--- config.mk ---
export PLATFORM = sky130hd
export DESIGN_NAME = recirc_link_ctrl
export DESIGN_NICKNAME = d
export VERILOG_FILES = /design/src/rtl/recirc_link_ctrl.sv
export SDC_FILE = /design/constraint.sdc
export NUM_CORES = 1
export LEC_CHECK = 0
export ABC_AREA = 1
export CELL_PAD_IN_SITES_DETAIL_PLACEMENT = 0
export CELL_PAD_IN_SITES_GLOBAL_PLACEMENT = 1
export CORE_MARGIN = 1.5
export CORE_UTILIZATION = 32
export CTS_CLUSTER_DIAMETER = 80
export DETAILED_ROUTE_END_ITERATION = 8
export HOLD_SLACK_MARGIN = 0.02
export PLACE_DENSITY = 0.87
export SYNTH_ARGS = -nofsm -noshare
export SYNTH_HDL_FRONTEND = slang
export SYNTH_SLANG_ARGS = --single-unit
--- constraint.sdc ---
create_clock -name clk_2f -period 2.13 [get_ports clk_2f]
set_input_delay 0.426 -clock clk_2f [delete_from_list [all_inputs] [get_ports clk_2f]]
set_output_delay 0.426 -clock clk_2f [all_outputs]
set_load 0.05 [all_outputs]
--- src/rtl/recirc_link_ctrl.sv ---
// recirc_link_ctrl
//   Link-activation controller driving the data_and_active select of the
//   receive-path recirculator. A run of TRAIN_LEN consecutive valid
//   TRAIN_WORD words brings the link up (IDLE -> TRAIN -> ACTIVE). A run of
//   LOSS_LEN consecutive invalid cycles drops it through a one-cycle DRAIN
//   back to IDLE. While ACTIVE, valid non-training words are counted in a
//   saturating word_count.
//
//   Optional feature macro: RECIRC_LINK_STATS_EN
//     defined     : loss_events counts ACTIVE->DRAIN drops, saturating at 8'hFF
//     not defined : loss_events is tied to 8'h00
//
// Ports
//   clk_2f           in   block clock
//   reset            in   synchronous, active-high reset
//   link_enable      in   0 forces IDLE, 1 allows training
//   data_input       in   [DATA_W-1:0] incoming word stream
//   valid            in   data_input qualifier
//   data_and_active  out  registered select, 1 only while ACTIVE
//   link_state       out  [1:0] state code: 0 IDLE, 1 TRAIN, 2 ACTIVE, 3 DRAIN
//   word_count       out  [CNT_W-1:0] saturating payload word count
//   loss_events      out  [7:0] link-drop event counter
module recirc_link_ctrl #(
  parameter int                DATA_W     = 32,
  parameter logic [DATA_W-1:0] TRAIN_WORD = 32'hBCBCBCBC,
  parameter int                TRAIN_LEN  = 4,
  parameter int                LOSS_LEN   = 3,
  parameter int                CNT_W      = 16
) (
  input  logic              clk_2f,
  input  logic              reset,
  input  logic              link_enable,
  input  logic [DATA_W-1:0] data_input,
  input  logic              valid,
  output logic              data_and_active,
  output logic [1:0]        link_state,
  output logic [CNT_W-1:0]  word_count,
  output logic [7:0]        loss_events
);

  typedef enum logic [1:0] {
    IDLE   = 2'd0,
    TRAIN  = 2'd1,
    ACTIVE = 2'd2,
    DRAIN  = 2'd3
  } state_t;

  localparam logic [3:0] TRAIN_LEN_C = 4'(TRAIN_LEN);
  localparam logic [3:0] LOSS_LEN_C  = 4'(LOSS_LEN);

  state_t     state, state_nxt;
  logic [3:0] train_cnt, train_nxt;
  logic [3:0] loss_cnt, loss_nxt;
  logic       match;
  logic       active_nxt;
  logic       count_inc;

  assign match = valid && (data_input == TRAIN_WORD);

  // State register and counters
  always_ff @(posedge clk_2f) begin
    if (reset) begin
      state           <= IDLE;
      train_cnt       <= 4'd0;
      loss_cnt        <= 4'd0;
      data_and_active <= 1'b0;
      word_count      <= '0;
    end else begin
      state           <= state_nxt;
      train_cnt       <= train_nxt;
      loss_cnt        <= loss_nxt;
      data_and_active <= active_nxt;
      // Saturate at all-ones; stays there until reset.
      if (count_inc && (word_count != {CNT_W{1'b1}}))
        word_count <= word_count + 1'b1;
    end
  end

  // Next-state logic
  always_comb begin
    state_nxt = state;
    train_nxt = train_cnt;
    loss_nxt  = loss_cnt;
    if (!link_enable) begin
      state_nxt = IDLE;
      train_nxt = 4'd0;
      loss_nxt  = 4'd0;
    end else begin
      case (state)
        IDLE: begin
          train_nxt = 4'd0;
          loss_nxt  = 4'd0;
          if (match) begin
            if (TRAIN_LEN_C == 4'd1) begin
              state_nxt = ACTIVE;
            end else begin
              state_nxt = TRAIN;
              train_nxt = 4'd1;
            end
          end
        end
        TRAIN: begin
          // Any gap or foreign word aborts training.
          if (match) begin
            if (train_cnt + 4'd1 == TRAIN_LEN_C) begin
              state_nxt = ACTIVE;
              train_nxt = 4'd0;
            end else begin
              train_nxt = train_cnt + 4'd1;
            end
          end else begin
            state_nxt = IDLE;
            train_nxt = 4'd0;
          end
        end
        ACTIVE: begin
          if (valid) begin
            loss_nxt = 4'd0;
          end else if (loss_cnt + 4'd1 == LOSS_LEN_C) begin
            state_nxt = DRAIN;
            loss_nxt  = 4'd0;
          end else begin
            loss_nxt = loss_cnt + 4'd1;
          end
        end
        default: begin
          // DRAIN lasts exactly one cycle; a match here is ignored.
          state_nxt = IDLE;
          train_nxt = 4'd0;
          loss_nxt  = 4'd0;
        end
      endcase
    end
  end

  // Output logic (values registered in the state process)
  always_comb begin
    active_nxt = (state_nxt == ACTIVE);
    count_inc  = link_enable && (state == ACTIVE) && valid &&
                 (data_input != TRAIN_WORD);
  end

  assign link_state = state;

`ifdef RECIRC_LINK_STATS_EN
  logic drop_event;

  // Only a loss-driven ACTIVE->DRAIN exit counts; link_enable==0 exits do not.
  assign drop_event = link_enable && (state == ACTIVE) && (state_nxt == DRAIN);

  always_ff @(posedge clk_2f) begin
    if (reset)
      loss_events <= 8'h00;
    else if (drop_event && (loss_events != 8'hFF))
      loss_events <= loss_events + 8'h01;
  end
`else
  assign loss_events = 8'h00;
`endif

endmodule
Yosys cells after proc, flatten, opt, wreduce, memory -nomap -nowiden --
Index checks and enable logic that the tools add are counted. W data, S select, Z words.
Cells by class: multiplexer cells 14, bitwise operators 1, add/subtract/negate cells 3, reductions and logical operators 7, equal/unequal tests 8
Operator list (number):
- $eq A32 B32 Y1 const B | 1
- $ne A32 B32 Y1 const B | 1
- $add A16 B1 Y16 const B | 1
- $mux W4 | 4
- $ne A16 B16 Y1 const B | 1
- $mux W2 | 6
- $pmux W4 S3 | 1
- $add A4 B1 Y4 const B | 2
- $pmux W4 S2 | 1
- $pmux W2 S3 | 1
- $logic_and A1 B1 Y1 | 5
- $eq A2 B2 Y1 const B | 2
- $eq A4 B2 Y1 const B | 1
- $eq A4 B3 Y1 const B | 1
- $eq A2 B1 Y1 const B | 1
- $logic_not A2 Y1 | 1
- $reduce_or A2 Y1 | 1
- $mux W1 | 1
- $not A1 Y1 | 1
Storage, ports and cells: input port bits 36, flip-flop bits (word level) 27, output and inout bits 27

Longest topological paths before layout --
Gate-level depths: netlist of run 1.
depth after elaboration 7, mapped depth 10, depth with buffers taken out 10

Least setup slack after synthesis of run 1 --
OpenSTA, ideal clock, no wires.
path type reg-to-reg, start register word_count[0], end register word_count[3], clock period less this slack 1.971 ns, buffers on the path 1, arrival 1.900 ns, cell stages (with the launch flop) 11, required time 2.059 ns, setup time 0.071 ns, path slack 0.159 ns, cell sequence dfxtp_1 > ha_1 > inv_2 > nor2_4 > nand2_2 > nor3_4 > nor2_4 > nand2_4 > buf_8 > nand2_1 > a21oi_2
On the way: word-level cells in the longest chain between the ends 2
RTL lines:
- from (decl) | line 37 | output logic [CNT_W-1:0] word_count,
- from (signal assigned) | line 75 | word_count <= word_count + 1'b1;
- branches (longest 2 deep; another with $add A16 B1 Y16)
Parallel ways; which one is timed is not known. A chain may end at the register's enable or synchronous reset.

Worst setup path after layout of run 1 --
start register word_count[9], end output word_count[9]
No word-level cell between the ends.

==> results of run 1 <==
[state kept, by name (all words and copies together), names as in the netlist]
signal	flops
data_and_active	1
loss_cnt	4
word_count	16
train_cnt	4
link_state	2
[kinds of logic (layout without fill, tap and decap cells)]
| family | Yosys count | in the layout | share of synthesized area |
|---|---|---|---|
| buf+inv | 55 | 107 | 0.127 |
| fa+ha+maj | 5 | 5 | 0.0314 |
| simple gates | 170 | 170 | 0.419 |
| flops | 27 | 27 | 0.271 |
| xor+xnor | 14 | 14 | 0.0615 |
| other cells | 1 | 8 | 0.00188 |
| compound gates | 27 | 27 | 0.0885 |
[final cells by class]
class                           instances  area (sq um)
Clock buffer                            3          41.3
Clock inverter                          1          7.51
Fill cell                             624          3290
Inverter                               42           158
Multi-Input combinational cell        224          1230
Sequential cell                        27           541
Tap cell                               75          93.8
Timing Repair Buffer                   61           593
[per-layer routing]
metal  routed length [um]  track usage  up-vias  share of wire
li1                     -            -     1055              -
met1                 2280        0.182      853           0.49
met2                 2070        0.241       49           0.44
met3                  254       0.0222        7          0.054
met4                   77       0.0475        0          0.016
met5                    0            0        -              0
[power groups by stage]
| stage | combinational (mW) | sequential [mW] | clock (mW) |
|---|---|---|---|
| 3_5_place_dp | 0.139 | 0.516 | 0 |
| 3_3_place_gp | 0.140 | 0.516 | 0 |
| 2_1_floorplan | 0.0695 | 0.516 | 0 |
| 4_1_cts | 0.140 | 0.504 | 0.319 |
| 5_1_grt | 0.151 | 0.505 | 0.335 |
| 6_report | 0.140 | 0.504 | 0.301 |
[cell usage in the layout (no fill, tap or decap), drive strengths merged]
cell / Yosys / layout
buf: 11 / 7
clkinvlp: 0 / 1
xor2: 7 / 7
nand3b: 2 / 2
clkbuf: 2 / 3
a31oi: 1 / 1
clkdlybuf4s50: 0 / 54
nand3: 33 / 33
nor2: 36 / 36
clkinv: 1 / 1
conb: 1 / 8
dfxtp: 27 / 27
nor3b: 1 / 1
o21ai: 1 / 1
a21oi: 24 / 24
o21a: 1 / 1
inv: 41 / 41
xnor2: 7 / 7
and3: 1 / 1
nor3: 7 / 7
nand2: 79 / 79
ha: 5 / 5
nand4: 11 / 11
[worst max path at each step]
stage	start	to	cells past startpoint
floorplan	word_count[0]$_SDFFE_PP0P_	word_count[3]$_SDFFE_PP0P_	10
global placement	data_input[31]	train_cnt[0]$_SDFFE_PP0N_	11
detailed placement	data_input[26]	word_count[12]$_SDFFE_PP0P_	9
CTS	word_count[9]$_SDFFE_PP0P_	word_count[9]	1
global route	word_count[9]$_SDFFE_PP0P_	word_count[9]	1
finish	word_count[9]$_SDFFE_PP0P_	word_count[9]	1
[synthesized netlist by cell type, types with 2 or more instances]
cell type,instances
xor2_1,7
nand3_2,12
nand2_2,3
nor2_1,32
dfxtp_1,27
nor2_2,2
nor3_1,6
a21oi_1,14
nor2_4,2
nand3b_1,2
nand4_1,11
inv_1,37
nand2_1,75
nand3_1,21
xnor2_1,7
buf_4,9
inv_2,4
clkbuf_1,2
ha_1,5
a21oi_2,10
[worst min-delay path, stage by stage (launching register included)]
cell and delay, ns:
dfxtp_1 0.34, nand2_1 0.06, a21oi_1 0.06
==> flow_summary.toml, run 1 <==
[outcome]
outcome = "finished, final reports clean"

[setup_path]
crit_arrival_ns = 1.61
critical_path.cell_chain = "clkdlybuf4s50_1"
ff2ff_setup_slack_ns = 0.39
cp_max_fo = 6
timing.rr.start = "word_count[0]$_SDFFE_PP0P_"
crit_type = "reg -> out"
cpPeakStageDelay_ns = 0.85
critPathLaunchType = "flip-flop"
reg2reg_depth = 9
path_delay_family = "buffers and inverters"
cp.buffers_inverters = 1
slowest_stage = "clkdlybuf4s50_1"
required_ns = 1.70
worst_r2r_endpoint = "word_count[7]$_SDFFE_PP0P_"
endpoint_kind = "output pin"

[yosys]
yosys-top-cells-area = "dfxtp_1, nand2_1, inv_1, nand3_2, nor2_1"
synth_area_sq_um = 1990
synth_seq_cells = 27
synth_edf_count = 0
synth_top_area_frac = 0.271
syn_inst = 299
postSynthAreaPerCell_sq_um = 6.67
synth_flop_cell = "dfxtp_1"
synthArstFlopShare = 0
ys_types = 31
ys_warn_count = 0
ys_seq_area_frac = 0.271
synth_top_cell_by_area = "dfxtp_1"

[die]
die_h_um = 81.9
design.core.area_sq_um = 5960
dieArea_sq_um = 6710
std_cell_rows = 28
ios = 63
die_w_um = 81.9
start_util = 0.335

[min_path]
hold_start = "loss_cnt[3]$_SDFFE_PP0N_"
whs_path_depth = 2
min_to = "loss_cnt[3]$_SDFFE_PP0N_"
worstHoldPathType = "reg -> reg"

[placement]
port_buffers = 54
dp.cells = 429
placed_cell_area_sq_um = 2610
gp_congestion = 0.823
pre_cts_slack_ns = 0.0670
dp_hpwl_um = 3730

[clock_network]
cts-htree-levels = 1
clk_path_buf_depth = 2
cts_tree = "done"
cts_hold_buffers = 0
path_clk_slew_ns = 0.10
cts-root-buf = "clkbuf_8"
postCtsSetupBuffers = 0
cts_resized = 0
cts_buffers = 3
clock_sinks = 27
clk_latency_ns = 0.28

[power_and_ir_drop]
p_seq_frac = 0.534
power.total_mw = 0.944
switching_share = 0.253
power_density_nw_per_um2 = 355
clkPwrFrac = 0.318
intPower_mw = 0.706
irDropWorstVdd_mv = 0.298
p_switching_mw = 0.239
p_comb_frac = 0.148
p_leak_nw = 1.03

[finish]
stdcell_count = 433
finish.utilization = 0.447
n_antenna_cell = 0
nNetsFinal = 400
syn2layout_area_growth_pct = 33.4
drive_gt1_frac = 0.128
fin_area_sq_um = 2660

[sta]
period_share = 0.955
hold_viol_final = 0
fin_skew_ns = 0.00571
finalSetupTns_ns = 0
drv_slew = 0
rsz0062_at_grt = "no"
worst_pin_slew_ns = 0.505
finalWorstSetupSlack_ns = 0.0967
slew-limit-headroom = 0.663
whs_ns = 0.498
fmax_ghz = 0.492
setup_viol = 0
fin_crit_ns = 2.03

[global_routing]
grt_max_degree = 18
first_global_vias = 1785
grt_pass1_wl_um = 7600
grt_antenna_before_repair = 0
grt_overflow = 0
grtUsageTotal = 0.142

[route]
routed-via-count = 1964
routedWlPerCell_um = 10.8
viasPerCell = 4.54
dr.pass1.iters = 4
drc_errors = 0
initialDrtViolationCount = 86
drt-total-wl_um = 4680
ant_nets = 0

[job]
maxCapViolCount = 0
No activity file was read; power rests on OpenSTA's default activity.
==> run 2: changes to the inputs <==
--- a/config.mk
+++ b/config.mk
@@ -9,11 +9,12 @@
 export CELL_PAD_IN_SITES_DETAIL_PLACEMENT = 0
 export CELL_PAD_IN_SITES_GLOBAL_PLACEMENT = 1
 export CORE_MARGIN = 1.5
-export CORE_UTILIZATION = 32
+export CORE_UTILIZATION = 33
+export CTS_BUF_LIST = sky130_fd_sc_hd__clkbuf_4
 export CTS_CLUSTER_DIAMETER = 80
 export DETAILED_ROUTE_END_ITERATION = 8
 export HOLD_SLACK_MARGIN = 0.02
-export PLACE_DENSITY = 0.87
+export PLACE_DENSITY = 0.89
 export SYNTH_ARGS = -nofsm -noshare
 export SYNTH_HDL_FRONTEND = slang
 export SYNTH_SLANG_ARGS = --single-unit
==> flow_summary.toml, run 2 (synthesis results as in run 1) <==
[outcome]
outcome = "finished, final reports clean"

[clock_network]
cts-htree-levels = 1
cts_hold_buffers = 0
cts_tree = "done"
clock_sinks = 27
cts_buffers = 3
clk_path_buf_depth = 2
clk_latency_ns = 0.33
path_clk_slew_ns = 0.15
cts-root-buf = "clkbuf_4"

[setup_path]
required_ns = 1.70
reg2reg_depth = 9
critPathLaunchType = "flip-flop"
path_delay_family = "buffers and inverters"
crit_type = "reg -> out"
slowest_stage = "clkdlybuf4s50_1"
cpPeakStageDelay_ns = 0.84
endpoint_kind = "output pin"
crit_arrival_ns = 1.63
critical_path.cell_chain = "clkdlybuf4s50_1"
path_depth = 1
critPathCapture = "word_count[7]"
ff2ff_setup_slack_ns = 0.37
cp_max_fo = 5
timing.rr.start = "word_count[0]$_SDFFE_PP0P_"
crit_start = "word_count[7]$_SDFFE_PP0P_"
cp.buffers_inverters = 1
worst_r2r_endpoint = "word_count[14]$_SDFFE_PP0P_"

[route]
wl_met1_um = 2270
routed-wl-met3_um = 295
routed-via-count = 1995
viasPerCell = 4.59
drc_errors = 0
top_layer_used = "met4"
dr.pass1.iters = 4
wl_met2_um = 2290
initialDrtViolationCount = 74
routedWlPerCell_um = 11.3
drt-total-wl_um = 4900
ant_nets = 0

[sta]
drv_slew = 0
setup_viol = 0
slew-limit-headroom = 0.656
hold_viol_final = 0
fin_crit_ns = 2.06
fin_skew_ns = 0.0109
finalSetupTns_ns = 0
fmax_ghz = 0.486
rsz0062_at_grt = "no"
period_share = 0.965
worst_pin_slew_ns = 0.514

[finish]
final_cell_mix = "nand2_1, clkdlybuf4s50_1, inv_1"
regMostFlops = "word_count"
nNetsFinal = 402
reg_top3 = "word_count (16), loss_cnt (4), train_cnt (4)"
syn2layout_area_growth_pct = 33.5
n_fill_cell = 611
largest_register_ffs = 16
n_antenna_cell = 0
final_common_cell = "nand2_1"
drive_gt1_frac = 0.133

[power_and_ir_drop]
p_leak_nw = 1.07
power_density_nw_per_um2 = 333
power.total_mw = 0.886
irDropWorstVdd_mv = 0.204

[global_routing]
grt_antenna_before_repair = 0
grt_max_degree = 18
grtUsageTotal = 0.162
grt_overflow = 0
grt_pass1_wl_um = 8450
first_global_vias = 1985

[min_path]
worstHoldPathType = "reg -> reg"

[placement]
gp_congestion = 0.820
dp_hpwl_um = 3840
port_buffers = 54

[die]
design.core.area_sq_um = 5890
dieArea_sq_um = 6520
std_cell_rows = 28
start_util = 0.339
ios = 63
die_w_um = 80.7
die_h_um = 80.7

[job]
maxCapViolCount = 0
[run 2: cell types whose count changed in the layout (fill, tap and decap cells not counted), sizes merged]
cell           previous run  this run
buf                       7         9
dlymetal6s2s              0         2
clkbuf                    3         4
clkdlybuf4s50            54        52
clkinvlp                  1         0
[run 2: worst min-delay path by stage]
stage,to,startpoint,slack [ns],depth (start not counted)
after floorplan,train_cnt[3]$_SDFFE_PP0N_,train_cnt[3]$_SDFFE_PP0N_,0.46,2
after global placement,loss_cnt[3]$_SDFFE_PP0N_,loss_cnt[3]$_SDFFE_PP0N_,0.47,2
after detailed placement,loss_cnt[3]$_SDFFE_PP0N_,loss_cnt[3]$_SDFFE_PP0N_,0.48,2
after CTS,loss_cnt[3]$_SDFFE_PP0N_,loss_cnt[3]$_SDFFE_PP0N_,0.50,2
after global routing,loss_cnt[3]$_SDFFE_PP0N_,loss_cnt[3]$_SDFFE_PP0N_,0.53,2
final,loss_cnt[3]$_SDFFE_PP0N_,loss_cnt[3]$_SDFFE_PP0N_,0.49,2
[run 2: report_power, final]
part           total [mW]  internal [mW]     switching, mW
combinational       0.140         0.0670            0.0726
clock               0.241         0.0861             0.155
sequential          0.505          0.505  0.00000000000506
total               0.886          0.658             0.227
[run 2: area by class of cell]
| cell class | instances | area, sq um | area share |
|---|---|---|---|
| sequential | 27 | 541 | 0.203 |
| inverter | 42 | 158 | 0.0592 |
| timing repair buffer | 63 | 613 | 0.230 |
| clock buffer | 4 | 30.0 | 0.0113 |
| tap | 75 | 93.8 | 0.0352 |
| multi-input combinational | 224 | 1230 | 0.461 |
[run 2: metrics by stage]
stage | setup slack (ns) | util | hold WS (ns) | cells | cell area (sq um)
finish | 0.0744 | 0.452 | 0.493 | 435 | 2660
global route | 0.0112 | 0.452 | 0.534 | 435 | 2660
CTS | 0.0417 | 0.452 | 0.496 | 435 | 2660
detailed placement | 0.0380 | 0.446 | 0.477 | 431 | 2630
global placement | 0.0571 | 0.446 | 0.471 | 431 | 2630
floorplan | 0.159 | - | 0.457 | 306 | 2020
[run 2: repair_timing]
action                     CTS  global route
buffers inserted             0             0
gates resized for setup      0             2
setup endpoints to repair    0             2
[run 2: routing by layer]
layer	vias to the layer above	global-route usage
li1	1059	-
met1	889	0.200
met2	43	0.285
met3	4	0.0281
met4	0	0.0500
met5	-	0
